[src/rtl/ram_march_ctrl.sv]
// ram_march_ctrl -- March C- built-in self-test controller for a single-port RAM.
//
// Runs the six March C- elements (P0 = all-zeros, P1 = all-ones):
//   M0 up{w0}  M1 up{r0,w1}  M2 up{r1,w0}  M3 dn{r0,w1}  M4 dn{r1,w0}  M5 dn{r0}
// A write is one WR cycle. A read is an RD cycle (read_en strobe) followed by
// a CMP cycle, during which the RAM's registered read data is valid; the
// compare happens at the edge that ends CMP. Operations are issued
// back-to-back, so a run is 15*N cycles long.
//
// Ports:
//   clk, rst_n    clock, asynchronous active-low reset
//   start         run request, sampled only in IDLE
//   read_en       RAM read strobe (registered)
//   write_en      RAM write strobe (registered)
//   address_loc   RAM address (registered)
//   data_inbit    RAM write data (registered)
//   data_outbit   RAM read data, valid in the CMP cycle
//   busy          high for every operation cycle of a run
//   done          one-cycle pulse after the final compare
//   pass          set with done when the run saw no mismatches
//   fail_addr     address of the first mismatching read in the run
//   err_count     mismatching reads in the run, saturating at 16'hFFFF
module ram_march_ctrl #(
    parameter int DATA_WIDTH     = 8,
    parameter int ADDR_BUS_WIDTH = 4,
    parameter int MAX_MEM_LOC    = 15
) (
    input  logic                      clk,
    input  logic                      rst_n,
    input  logic                      start,
    output logic                      read_en,
    output logic                      write_en,
    output logic [ADDR_BUS_WIDTH-1:0] address_loc,
    output logic [DATA_WIDTH-1:0]     data_inbit,
    input  logic [DATA_WIDTH-1:0]     data_outbit,
    output logic                      busy,
    output logic                      done,
    output logic                      pass,
    output logic [ADDR_BUS_WIDTH-1:0] fail_addr,
    output logic [15:0]               err_count
);

    typedef enum logic [2:0] {IDLE, WR, RD, CMP, DONE} state_t;

    localparam logic [ADDR_BUS_WIDTH-1:0] LAST = ADDR_BUS_WIDTH'(MAX_MEM_LOC);
    localparam logic [ADDR_BUS_WIDTH-1:0] ONE  = ADDR_BUS_WIDTH'(1);
    localparam logic [DATA_WIDTH-1:0]     P0   = '0;
    localparam logic [DATA_WIDTH-1:0]     P1   = '1;

    state_t                      state, state_nxt;
    logic [2:0]                  elem, elem_nxt;
    logic [ADDR_BUS_WIDTH-1:0]   addr, addr_nxt;

    // Registered-output next values
    logic                        read_en_d, write_en_d, busy_d, done_d, pass_d;
    logic [ADDR_BUS_WIDTH-1:0]   address_d, fail_d;
    logic [DATA_WIDTH-1:0]       data_d;
    logic [15:0]                 err_d;

    logic                        down, at_end, mismatch;
    logic [DATA_WIDTH-1:0]       exp_rd;

    // Elements 3..5 walk downwards; element index parity selects patterns:
    // odd elements read P0 and write P1, even elements read P1 and write P0.
    assign down     = (elem >= 3'd3);
    assign at_end   = down ? (addr == '0) : (addr == LAST);
    assign exp_rd   = elem[0] ? P0 : P1;
    // Case inequality so X/Z on the read bus counts as a mismatch.
    assign mismatch = (state == CMP) && (data_outbit !== exp_rd);

    // State, counters and all RAM-facing outputs are registers.
    always_ff @(posedge clk or negedge rst_n) begin
        if (!rst_n) begin
            state       <= IDLE;
            elem        <= '0;
            addr        <= '0;
            read_en     <= 1'b0;
            write_en    <= 1'b0;
            address_loc <= '0;
            data_inbit  <= '0;
            busy        <= 1'b0;
            done        <= 1'b0;
            pass        <= 1'b0;
            fail_addr   <= '0;
            err_count   <= '0;
        end else begin
            state       <= state_nxt;
            elem        <= elem_nxt;
            addr        <= addr_nxt;
            read_en     <= read_en_d;
            write_en    <= write_en_d;
            address_loc <= address_d;
            data_inbit  <= data_d;
            busy        <= busy_d;
            done        <= done_d;
            pass        <= pass_d;
            fail_addr   <= fail_d;
            err_count   <= err_d;
        end
    end

    // Next state / element / address
    always_comb begin
        state_nxt = state;
        elem_nxt  = elem;
        addr_nxt  = addr;
        case (state)
            IDLE: begin
                if (start) begin
                    state_nxt = WR;
                    elem_nxt  = '0;
                    addr_nxt  = '0;
                end
            end
            WR: begin
                // The write is the last operation at an address (M0-M4).
                // Only M0 consists of writes alone; every other element
                // continues with a read.
                state_nxt = (elem == 3'd0 && !at_end) ? WR : RD;
                if (at_end) begin
                    elem_nxt = elem + 3'd1;
                    addr_nxt = (elem >= 3'd2) ? LAST : '0;
                end else begin
                    addr_nxt = down ? addr - ONE : addr + ONE;
                end
            end
            RD: state_nxt = CMP;
            CMP: begin
                if (elem != 3'd5) begin
                    state_nxt = WR;
                end else if (at_end) begin
                    state_nxt = DONE;
                end else begin
                    state_nxt = RD;
                    addr_nxt  = addr - ONE;
                end
            end
            DONE:    state_nxt = IDLE;
            default: state_nxt = IDLE;
        endcase
    end

    // Output next values, derived from the upcoming state
    always_comb begin
        read_en_d  = (state_nxt == RD);
        write_en_d = (state_nxt == WR);
        busy_d     = (state_nxt inside {WR, RD, CMP});
        done_d     = (state_nxt == DONE);
        address_d  = busy_d ? addr_nxt : '0;
        data_d     = write_en_d ? (elem_nxt[0] ? P1 : P0) : '0;
        err_d      = err_count;
        fail_d     = fail_addr;
        pass_d     = pass;
        if (state == IDLE && start) begin
            err_d  = '0;
            fail_d = '0;
            pass_d = 1'b0;
        end
        if (mismatch) begin
            if (err_count == 16'd0)
                fail_d = addr;
            if (err_count != 16'hFFFF)
                err_d = err_count + 16'd1;
        end
        // Uses err_d so a mismatch on the very last compare is honoured.
        if (state_nxt == DONE)
            pass_d = (err_d == 16'd0);
    end

endmodule

[config.mk]
export PLATFORM = sky130hd
export DESIGN_NAME = ram_march_ctrl
export DESIGN_NICKNAME = d
export VERILOG_FILES = /design/src/rtl/ram_march_ctrl.sv
export SDC_FILE = /design/constraint.sdc
export NUM_CORES = 1
export LEC_CHECK = 0
export CELL_PAD_IN_SITES_DETAIL_PLACEMENT = 1
export CELL_PAD_IN_SITES_GLOBAL_PLACEMENT = 2
export CORE_UTILIZATION = 31
export DETAILED_ROUTE_END_ITERATION = 6
export PLACE_DENSITY_LB_ADDON = 0.1
export RECOVER_POWER = 100
export SLEW_MARGIN = 20
export SYNTH_ARGS = -nofsm -noshare
export SYNTH_HDL_FRONTEND = slang
export SYNTH_SLANG_ARGS = --single-unit
[constraint.sdc]
create_clock -name clk -period 3.5 [get_ports clk]
set_input_delay 0.35 -clock clk [delete_from_list [all_inputs] [get_ports clk]]
set_output_delay 0.35 -clock clk [all_outputs]
set_load 0.1 [all_outputs]
==> flow_summary.yaml <==
setup_path:
  crit_family: "compound AO/OA/AOI/OAI gates"
  rr_endpoint: "address_loc[0]$_DFF_PN0_"
  endpoint_kind: "register"
  cpPeakStageDelay_ns: 0.57
  reg2reg_slack_ns: 0.48
  reg2reg_from: "elem[1]$_DFFE_PN0P_"
  ff2ff_path_depth: 12
  startpoint_type: "register"
  crit_end: "address_loc[0]$_DFF_PN0_"
  cp_slowest_cell: "a32oi_1"
  timing.critical_path.buf_inv: 2
  critPathLaunch: "elem[1]$_DFFE_PN0P_"
  crit_chain: "ha_1, ha_1, a211oi_2, nor2_1, a32oi_1, nand3_1, a21oi_1, a311o_1, inv_1, nor2_1, inv_1, and2_0"
  worstSetupPathDepth: 12
  path_max_fanout: 7
  crit_type: "register to register"
  required_ns: 3.70
  arrival_ns: 3.22
global_routing:
  antenna_found_initial: 0
  grt_start_max_net_pins: 41
  grt_pass1_wl_um: 12100
  track_usage_pct: 18.7
  grt_pass1_vias: 2292
  grt_overflow_total: 0
logic_synthesis:
  synthAdderAreaFrac_pct: 4.05
  synthCells: 272
  syn_area_um2: 2470
  ys_ff_latch: 40
  synth-simple-area-share_pct: 27.6
  synth_top_family_by_area: "simple AND/OR/NAND/NOR gates"
  async_reset_ff_share_pct: 100
  yosysSeqAreaShare_pct: 40.5
  synth_edf_count: 0
  ys_types: 61
  synthMuxAreaShare_pct: 1.62
  synth_compound_area_share_pct: 16.8
  synth-xor-area-share_pct: 2.13
  ys_warn_count: 0
  synth-main-ff-cell: "dfrtp_1"
  synth_fp_nets: 291
  avgSynthCellArea_um2: 9.08
timing:
  setup_tns_ns: 0
  min_period_ns: 3.02
  max_slew_margin_pct: 15.4
  setup_violations: 0
  fmax_mhz: 332
  finalHoldViolCount: 0
  post-route-period-util_pct: 86.2
  tightest_slew_ns: 1.27
  skew_ns: 0.00521
  layout_setup_ws_ns: 0.485
  rsz0062_at_grt: "no"
  slew_violations: 0
place:
  dp_slack_ns: 0.414
  hpwl_um: 5410
  port_buffers: 47
  place.gp.congestion: 0.817
clock_network:
  cts_tree: "yes"
  clock_latency_ns: 0.31
  post_cts_buffers: 0
  clock-sinks: 40
  cts_resized: 0
  cts.path.max_buffers: 2
  numCtsBuffers: 5
  root_buffer: "clkbuf_8"
  hold_buffers: 0
  h-tree-depth: 2
  clk_pin_slew_ns: 0.09
cells_and_area:
  area_growth_pct: 25.6
  final_nets: 337
  mostFrequentLayoutCell: "dfrtp_1"
  layout-drive-gt1-share_pct: 7.84
  insertedDiodeCount: 0
  fin_util_pct: 40.1
  final_cell_mix: "dfrtp_1 (40), dlygate4sd3_1 (38), nand2_1 (29)"
detailed_routing:
  antenna_left: 0
  drt_iter0_drc: 89
  drt-vias-per-instance: 5.38
  routed_wl_um: 7330
  drt_first_pass_iters: 4
  wire_per_inst_um: 17.4
  drc_errors: 0
  dr_total_vias: 2266
die:
  rows: 32
  ios: 48
  initial_core_util_pct: 31.9
  dieArea_um2: 8320
  dieWidth_um: 91.2
  core_area_um2: 7730
  fp.dieH_um: 91.2
outcome:
  outcome: "completed"
worst_hold_path:
  hp-class: "input port to asynchronous set/reset pin"
flow_run:
  cap_viol_max_count: 0
[synthesized netlist by cell type, types with 2 or more instances]
library cell / number / area share [%]
nand3_1: 14 / 2.8
o31ai_1: 2 / 0.61
buf_2: 5 / 1.0
buf_4: 8 / 2.4
a21o_1: 4 / 1.2
xnor2_1: 4 / 1.4
o21ai_0: 15 / 3.0
nand4_1: 10 / 2.5
nor2_1: 18 / 2.7
ha_1: 8 / 4.1
buf_6: 2 / 0.91
nor4_1: 8 / 2.0
nor3_1: 6 / 1.2
nand2_1: 29 / 4.4
a311o_1: 2 / 0.81
and3_1: 8 / 2.0
dfrtp_1: 40 / 41
clkbuf_1: 3 / 0.46
and4_1: 5 / 1.8
and2_1: 6 / 1.5
or3_1: 4 / 1.0
xor2_1: 2 / 0.71
nand3b_1: 2 / 0.61
a31oi_1: 2 / 0.51
mux2i_1: 4 / 1.6
a21oi_1: 10 / 2.0
nor2b_1: 2 / 0.51
inv_1: 16 / 2.4
[final cells by class]
class / instances / area (µm²)
fill: 900 / 4630
multi-input combinational: 198 / 1270
sequential: 40 / 1000
timing repair buffer: 57 / 528
tap: 102 / 128
clock buffer: 5 / 68.8
inverter: 16 / 60.1
clock inverter: 3 / 46.3
[cell families (layout without fill, tap and decap cells)]
| family | Yosys count | in the layout |
|---|---|---|
| and+or+nand+nor | 123 | 123 |
| AOI/OAI and AO/OA | 57 | 57 |
| DFF | 40 | 40 |
| buffers and inverters | 34 | 81 |
| adders and majority gates | 8 | 8 |
| xor gates and xnor gates | 6 | 6 |
| muxes | 4 | 4 |
[registers in the layout, summed over array words and instances (netlist names)]
signal       cells
fail_addr        4
read_en          1
err_count       16
addr             4
address_loc      4
done             1
write_en         1
elem             3
state            3
pass             1
data_inbit       1
busy             1
[through the flow]
stage	std cells	hold slack, ns	instance area (µm²)
after floorplan	272	0.0544	2470
after global placement	412	0.525	3010
after detailed placement	412	0.531	3010
after CTS	420	0.226	3130
after global routing	421	0.336	3100
final	421	0.200	3100
[worst register-to-register path: cells and delay by family, from the launching register on]
kind	cells	cell delay, ns
compound gates	4	1.28
simple gates	4	0.63
flops	1	0.45
fa+ha+maj	2	0.39
buf+inv	2	0.17
[routing by layer]
metal	vias up	routed length [µm]	global-route usage, %	share of wire, %
met4	0	72	5.29	0.98
li1	1085	-	-	-
met2	39	3730	32.8	51
met5	-	0	0	0
met1	1137	3310	23.5	45
met3	5	214	3.10	2.9
[how the worst min path moves through the flow]
| stage | to | depth (start not counted) | slack (ns) | startpoint |
|---|---|---|---|---|
| detailed placement | fail_addr[0]$_DFF_PN0_ | 2 | 0.53 | fail_addr[0]$_DFF_PN0_ |
| global route | addr[2]$_DFF_PN0_ | 1 | 0.34 | rst_n |
| finish | addr[2]$_DFF_PN0_ | 1 | 0.20 | rst_n |
| floorplan | addr[0]$_DFF_PN0_ | 0 | 0.05 | rst_n |
| CTS | addr[2]$_DFF_PN0_ | 1 | 0.23 | rst_n |
| global placement | fail_addr[0]$_DFF_PN0_ | 2 | 0.53 | fail_addr[0]$_DFF_PN0_ |
Power is left out: the tool's default activity adds up to more than one toggle a clock period on the data nets, which glitch-free logic cannot reach.
==> RTL edit 1, RTL diff (same flow settings) <==
Reset style: synchronous (`rst_n`), changed in one clocked block. Comments in the files are not updated.
--- a/src/rtl/ram_march_ctrl.sv
+++ b/src/rtl/ram_march_ctrl.sv
@@ -71,3 +71,3 @@
     // State, counters and all RAM-facing outputs are registers.
-    always_ff @(posedge clk or negedge rst_n) begin
+    always_ff @(posedge clk) begin
         if (!rst_n) begin
Check against the original RTL: differs if rst_n is asserted again (counterexample within 4 cycles, from zero or initial values and one cycle with rst_n low); with rst_n held inactive, the same outputs for 10 cycles.
==> RTL edit 1 against the original RTL <==
Global-route usage increased by 0.22 points. Synthesized cell count increased by 11%. Cell area down 4.7%. First-iteration DRC count is 18% lower. Area after synthesis is 1.4% lower. Setup slack better by 0.040 ns. Wire length is essentially flat. Sequential cell count stayed put.
Power is left out: it rests on default switching activity, and per cell area and clock period it moved more than threefold.
==> RTL edit 1: results (changes against the original RTL) <==
| Metric | Value |
|---|---|
| Status | completed |
| Worst path arrival time | 3.18 ns (-0.04 ns) |
| Worst min path class | flop to flop |
| Top cells by area, synth | dfxtp_1 (33%), nor2_1 (6.0%), ha_1 (4.1%) |
| Synth unique cells | 64 (+4.9%) |
| Worst-Margin Slew | 1.07 ns (-0.197 ns) |
| CP Max Fanout | 15 (+8) |
| Reg2reg end | pass |
| Synth top cells by count | dfxtp_1 (40), nor2_1 (39), nand2_1 (21) |
| Wirelength per Cell | 16.8 um (-3.5%) |
| Post-synthesis compound-gate area fraction | 17.1% (+0.29 points) |
| Reg2reg path depth | 7 (-5) |
| Initial drt markers | 73 (-18%) |
| Post-Synth XOR/XNOR Area | 2.88% (+0.75 points) |
| Asr flop ratio synth | 0% (-100 points) |
| Setup Skew | 0.00940 ns (+0.00419 ns) |
| Largest net degree at the start of global routing | 22 (-46%) |
| Seq/Total Area, Yosys | 32.9% (-7.6 points) |
| Fraction of layout cells with a size suffix above 1 | 6.23% (-1.6 points) |
| H-tree Lvls | 2 (unchanged) |
| Global-route wire length before repair | 12300 um (+1.3%) |
| Post-CTS resize count | 0 (unchanged) |
| Detailed Place HPWL | 5520 um (+1.9%) |
| Post-synthesis adder-cell area fraction | 4.11% (+0.058 points) |
| Vias | 2352 (+3.8%) |
| Post-synth top flop | dfxtp_1 |
| RR Startpoint | state[0] |
| Area leader, netlist | dfxtp_1 |
| Hold Path End | fail_addr[0] |
| GRT Total Usage | 18.9% (+0.22 points) |
| Placer Congestion | 0.801 (-2.0%) |
| Multiplexer share of the synthesized area | 3.24% (+1.6 points) |
| Reg2Reg Setup Slack | 0.52 ns (+0.04 ns) |
## RTL edit 1: area by class of cell
type | instances | area, um^2
Timing Repair Buffer | 51 | 497
Tap cell | 99 | 124
Multi-Input combinational cell | 226 | 1410
Fill cell | 915 | 4450
Inverter | 13 | 48.8
Sequential cell | 40 | 801
Clock inverter | 1 | 5.00
Clock buffer | 6 | 72.6
## RTL edit 1: through the flow
step | std cells | cell area, um^2 | hold WS, ns | setup slack (ns) | util [%]
floorplan | 303 | 2430 | 0.467 | 0.710 | -
global placement | 429 | 2900 | 0.478 | 0.713 | 39.2
detailed placement | 429 | 2900 | 0.485 | 0.598 | 39.2
CTS | 436 | 2980 | 0.495 | 0.568 | 40.2
global route | 436 | 2950 | 0.520 | 0.251 | 39.9
finish | 436 | 2950 | 0.492 | 0.525 | 39.9
## RTL edit 1: per-layer routing
layer	vias to the layer above	wire length (um)	GRT usage, %	part of all wire (%)
met1	1151	3420	24.7	47
met2	26	3620	31.8	49
li1	1167	-	-	-
met3	8	191	2.95	2.6
met4	0	88	5.65	1.2
met5	-	0	0	0
## RTL edit 1: worst max-delay path, cell delays in order (launching register included)
cell	delay, ns
dfxtp_1	0.61
and3b_1	0.31
o41a_2	0.24
nand3b_1	0.49
or3_1	0.53
a31oi_1	0.31
o2111ai_1	0.16
o31ai_1	0.23
## RTL edit 1: worst max-delay path by stage
| stage | start | to | slack, ns |
|---|---|---|---|
| 6_report | state[0] | pass | 0.52 |
| 5_1_grt | elem[0] | busy | 0.25 |
| 3_5_place_dp | elem[0] | addr[2] | 0.60 |
| 2_1_floorplan | err_count[6] | pass | 0.71 |
| 3_3_place_gp | data_outbit[2] | pass | 0.71 |
| 4_1_cts | elem[0] | addr[2] | 0.57 |
## RTL edit 1: cell families (layout without fill, tap and decap cells)
logic type,Yosys count,in the layout
AO/OA/AOI/OAI,62,62
multiplexers,7,7
XOR/XNOR,8,8
AND/OR/NAND/NOR,141,141
adder cells (fa/ha/maj),8,8
flip-flops,40,40
buffers and inverters,37,71
==> RTL edit 2, RTL diff (same settings) <==
Made on the original files. Set the parameter `ADDR_BUS_WIDTH` to 2 (it was 4).
--- a/src/rtl/ram_march_ctrl.sv
+++ b/src/rtl/ram_march_ctrl.sv
@@ -24,3 +24,3 @@
     parameter int DATA_WIDTH     = 8,
-    parameter int ADDR_BUS_WIDTH = 4,
+    parameter int ADDR_BUS_WIDTH = 2,
     parameter int MAX_MEM_LOC    = 15
Ports: changed (resized address_loc and fail_addr); port bits go from 48 to 44. No check against the original RTL was run, so the function may have changed too.
==> RTL edit 2 against the original RTL <==
The flow now finishes with violations (max-capacitance violations, max-slew violations). Sequential cell count fell by 6. Sequential share of layout area fell by 0.74 points. Non-clock buffer count did not move. Wire length fell by 18%. Cell area fell by 13%. Setup slack got worse by 0.13 ns. Area after synthesis fell by 16%. Critical path type unchanged. Critical path depth fell by 2.
==> RTL edit 2: results (changes against the original RTL) <==
| Metric | Value |
|---|---|
| Remaining Overflow, GRT | 0 (unchanged) |
| Fraction of layout cells with a size suffix above 1 | 8.96% (+1.1 points) |
| Synth top cells by count | dfrtp_1 (34), nand2_1 (29), nor2_1 (18) |
| Clock Path Buffers | 2 (unchanged) |
| Top flop regs | err_count (16), elem (3), state (3) |
| Aggregate routed wire length | 5980 um (-18%) |
| Status | complete, but fails checks |
| Clk Latency, worst-skew pair | 0.30 ns |
| Met2 GRT Util | 25.9% (-6.8 points) |
| Worst vdd ir | 0.531 mV |
| Synth Warn # | 0 (unchanged) |
| Vias | 1872 (-17%) |
| Post-CTS Setup Inserts | 0 (unchanged) |
| H-tree Lvls | 2 (unchanged) |
| Seq/Total Area, Yosys | 41.2% (+0.61 points) |
| Worst path arrival time | 3.35 ns (+0.13 ns) |
| Hold_buf cts | 0 (unchanged) |
| Synth unique cells | 48 (-21%) |
| First drt pass iteration count | 4 (unchanged) |
| IO Port Bufs | 43 (-8.5%) |
| Met1 usage | 27.3% (+3.8 points) |
| Asr flop ratio synth | 100% (unchanged) |
| Largest net degree at the start of global routing | 35 (-15%) |
| Failing checks | max-capacitance violations, max-slew violations |
| Dpl cells | 348 (-16%) |
| Worst-Margin Slew | 1.98 ns (+0.714 ns) |
| Detailed Place HPWL | 4440 um (-18%) |
| CTS root buf | clkbuf_8 |
| Final net count | 297 (-12%) |
| Worst min path class | flop to flop |
| Filler cells | 764 (-15%) |
| Syn Nets | 249 (-14%) |
| Placer Congestion | 0.802 (-1.9%) |
| Vias in the first global route | 1813 (-21%) |
| Antenna diodes | 0 (unchanged) |
| Post-CTS resize count | 0 (unchanged) |
| Sw Ratio | 51.8% |
| Clock buffer count from CTS | 5 (unchanged) |
| Global-route wire length before repair | 9890 um (-18%) |
| Max-slew violation count | 35 (+35) |
| Post-Synthesis Cells | 230 (-15%) |
| Internal | 1.15 mW |
| Worst-path clk slew | 0.08 ns |
| Top cells by area, synth | dfrtp_1 (41%), nand2_1 (5.3%), ha_1 (4.8%) |
| Max Cap Violations | 1 (+1) |
| CP Max Fanout | 9 (+2) |
| Initial drt markers | 74 (-17%) |
| Setup Skew | 0.00355 ns (-0.00166 ns) |
| Initial antenna violation count | 0 (unchanged) |
| Static Leak | 1.24 nW |
| Routing usage on met3 | 3.86% (+0.76 points) |
| Vias per cell | 5.26 (-2.3%) |
| GRT Total Usage | 18.1% (-0.59 points) |
RTL edit 2: layout make-up:
class	instances	area, um^2	share of cell area (%)
Clock inverter	3	68.8	2.55
Multi-Input combinational cell	166	1050	39.0
Clock buffer	5	68.8	2.55
Timing Repair Buffer	57	510	18.9
Sequential cell	34	852	31.5
Tap cell	77	96.3	3.57
Inverter	14	52.6	1.95
RTL edit 2: routing by layer:
metal	up-vias	part of all wire, %
li1	907	-
met1	916	51
met2	43	43
met3	6	4.6
met4	0	1.1
met5	-	0
RTL edit 2: power by group through the flow:
stage	registers (mW)	clock network, mW	logic (mW)
after CTS	0.589	0.463	1.42
final	0.581	0.456	1.35
after global routing	0.600	0.480	1.46
after detailed placement	0.595	0	1.41
after global placement	0.595	0	1.41
after floorplan	0.923	0	0.692
RTL edit 2: worst paths after layout:
| kind | start | endpoint | slack, ns | cells past startpoint |
|---|---|---|---|---|
| worst max-delay path | err_count[0] | pass | 0.35 | 10 |
| worst min-delay path | fail_addr[1] | fail_addr[1] | 0.54 | 2 |
| worst max register to register | err_count[0] | pass | 0.35 | 10 |
| worst min register to register | fail_addr[1] | fail_addr[1] | 0.54 | 2 |
| max in group asynchronous | rst_n | err_count[1] | 1.64 | 1 |
| min in group asynchronous | rst_n | err_count[1] | 0.59 | 1 |
RTL edit 2: per-stage QoR:
step | setup slack [ns] | power [mW] | cell area [um^2]
floorplan | 0.0107 | 1.62 | 2070
global placement | 0.211 | 2.00 | 2580
detailed placement | 0.116 | 2.01 | 2580
CTS | 0.381 | 2.47 | 2720
global route | 0.182 | 2.54 | 2700
finish | 0.355 | 2.39 | 2700
RTL edit 2: cell families after synthesis:
family,synth area share [%]
compound gates,13.2
simple gates,27.0
xor+xnor,2.97
mux,2.91
buf+inv,7.93
fa+ha+maj,4.84
flops,41.2
RTL edit 2: worst max-delay path, stage by stage, from the launching register on:
cell and delay [ns]:
dfrtp_1 0.47, ha_1 0.28, nand3_1 0.15, nor3_2 0.06, and3_1 0.26, clkbuf_1 0.18, o21a_1 0.20, a221o_1 0.35
or4_1 0.48, a2111o_1 0.39, o31ai_1 0.24
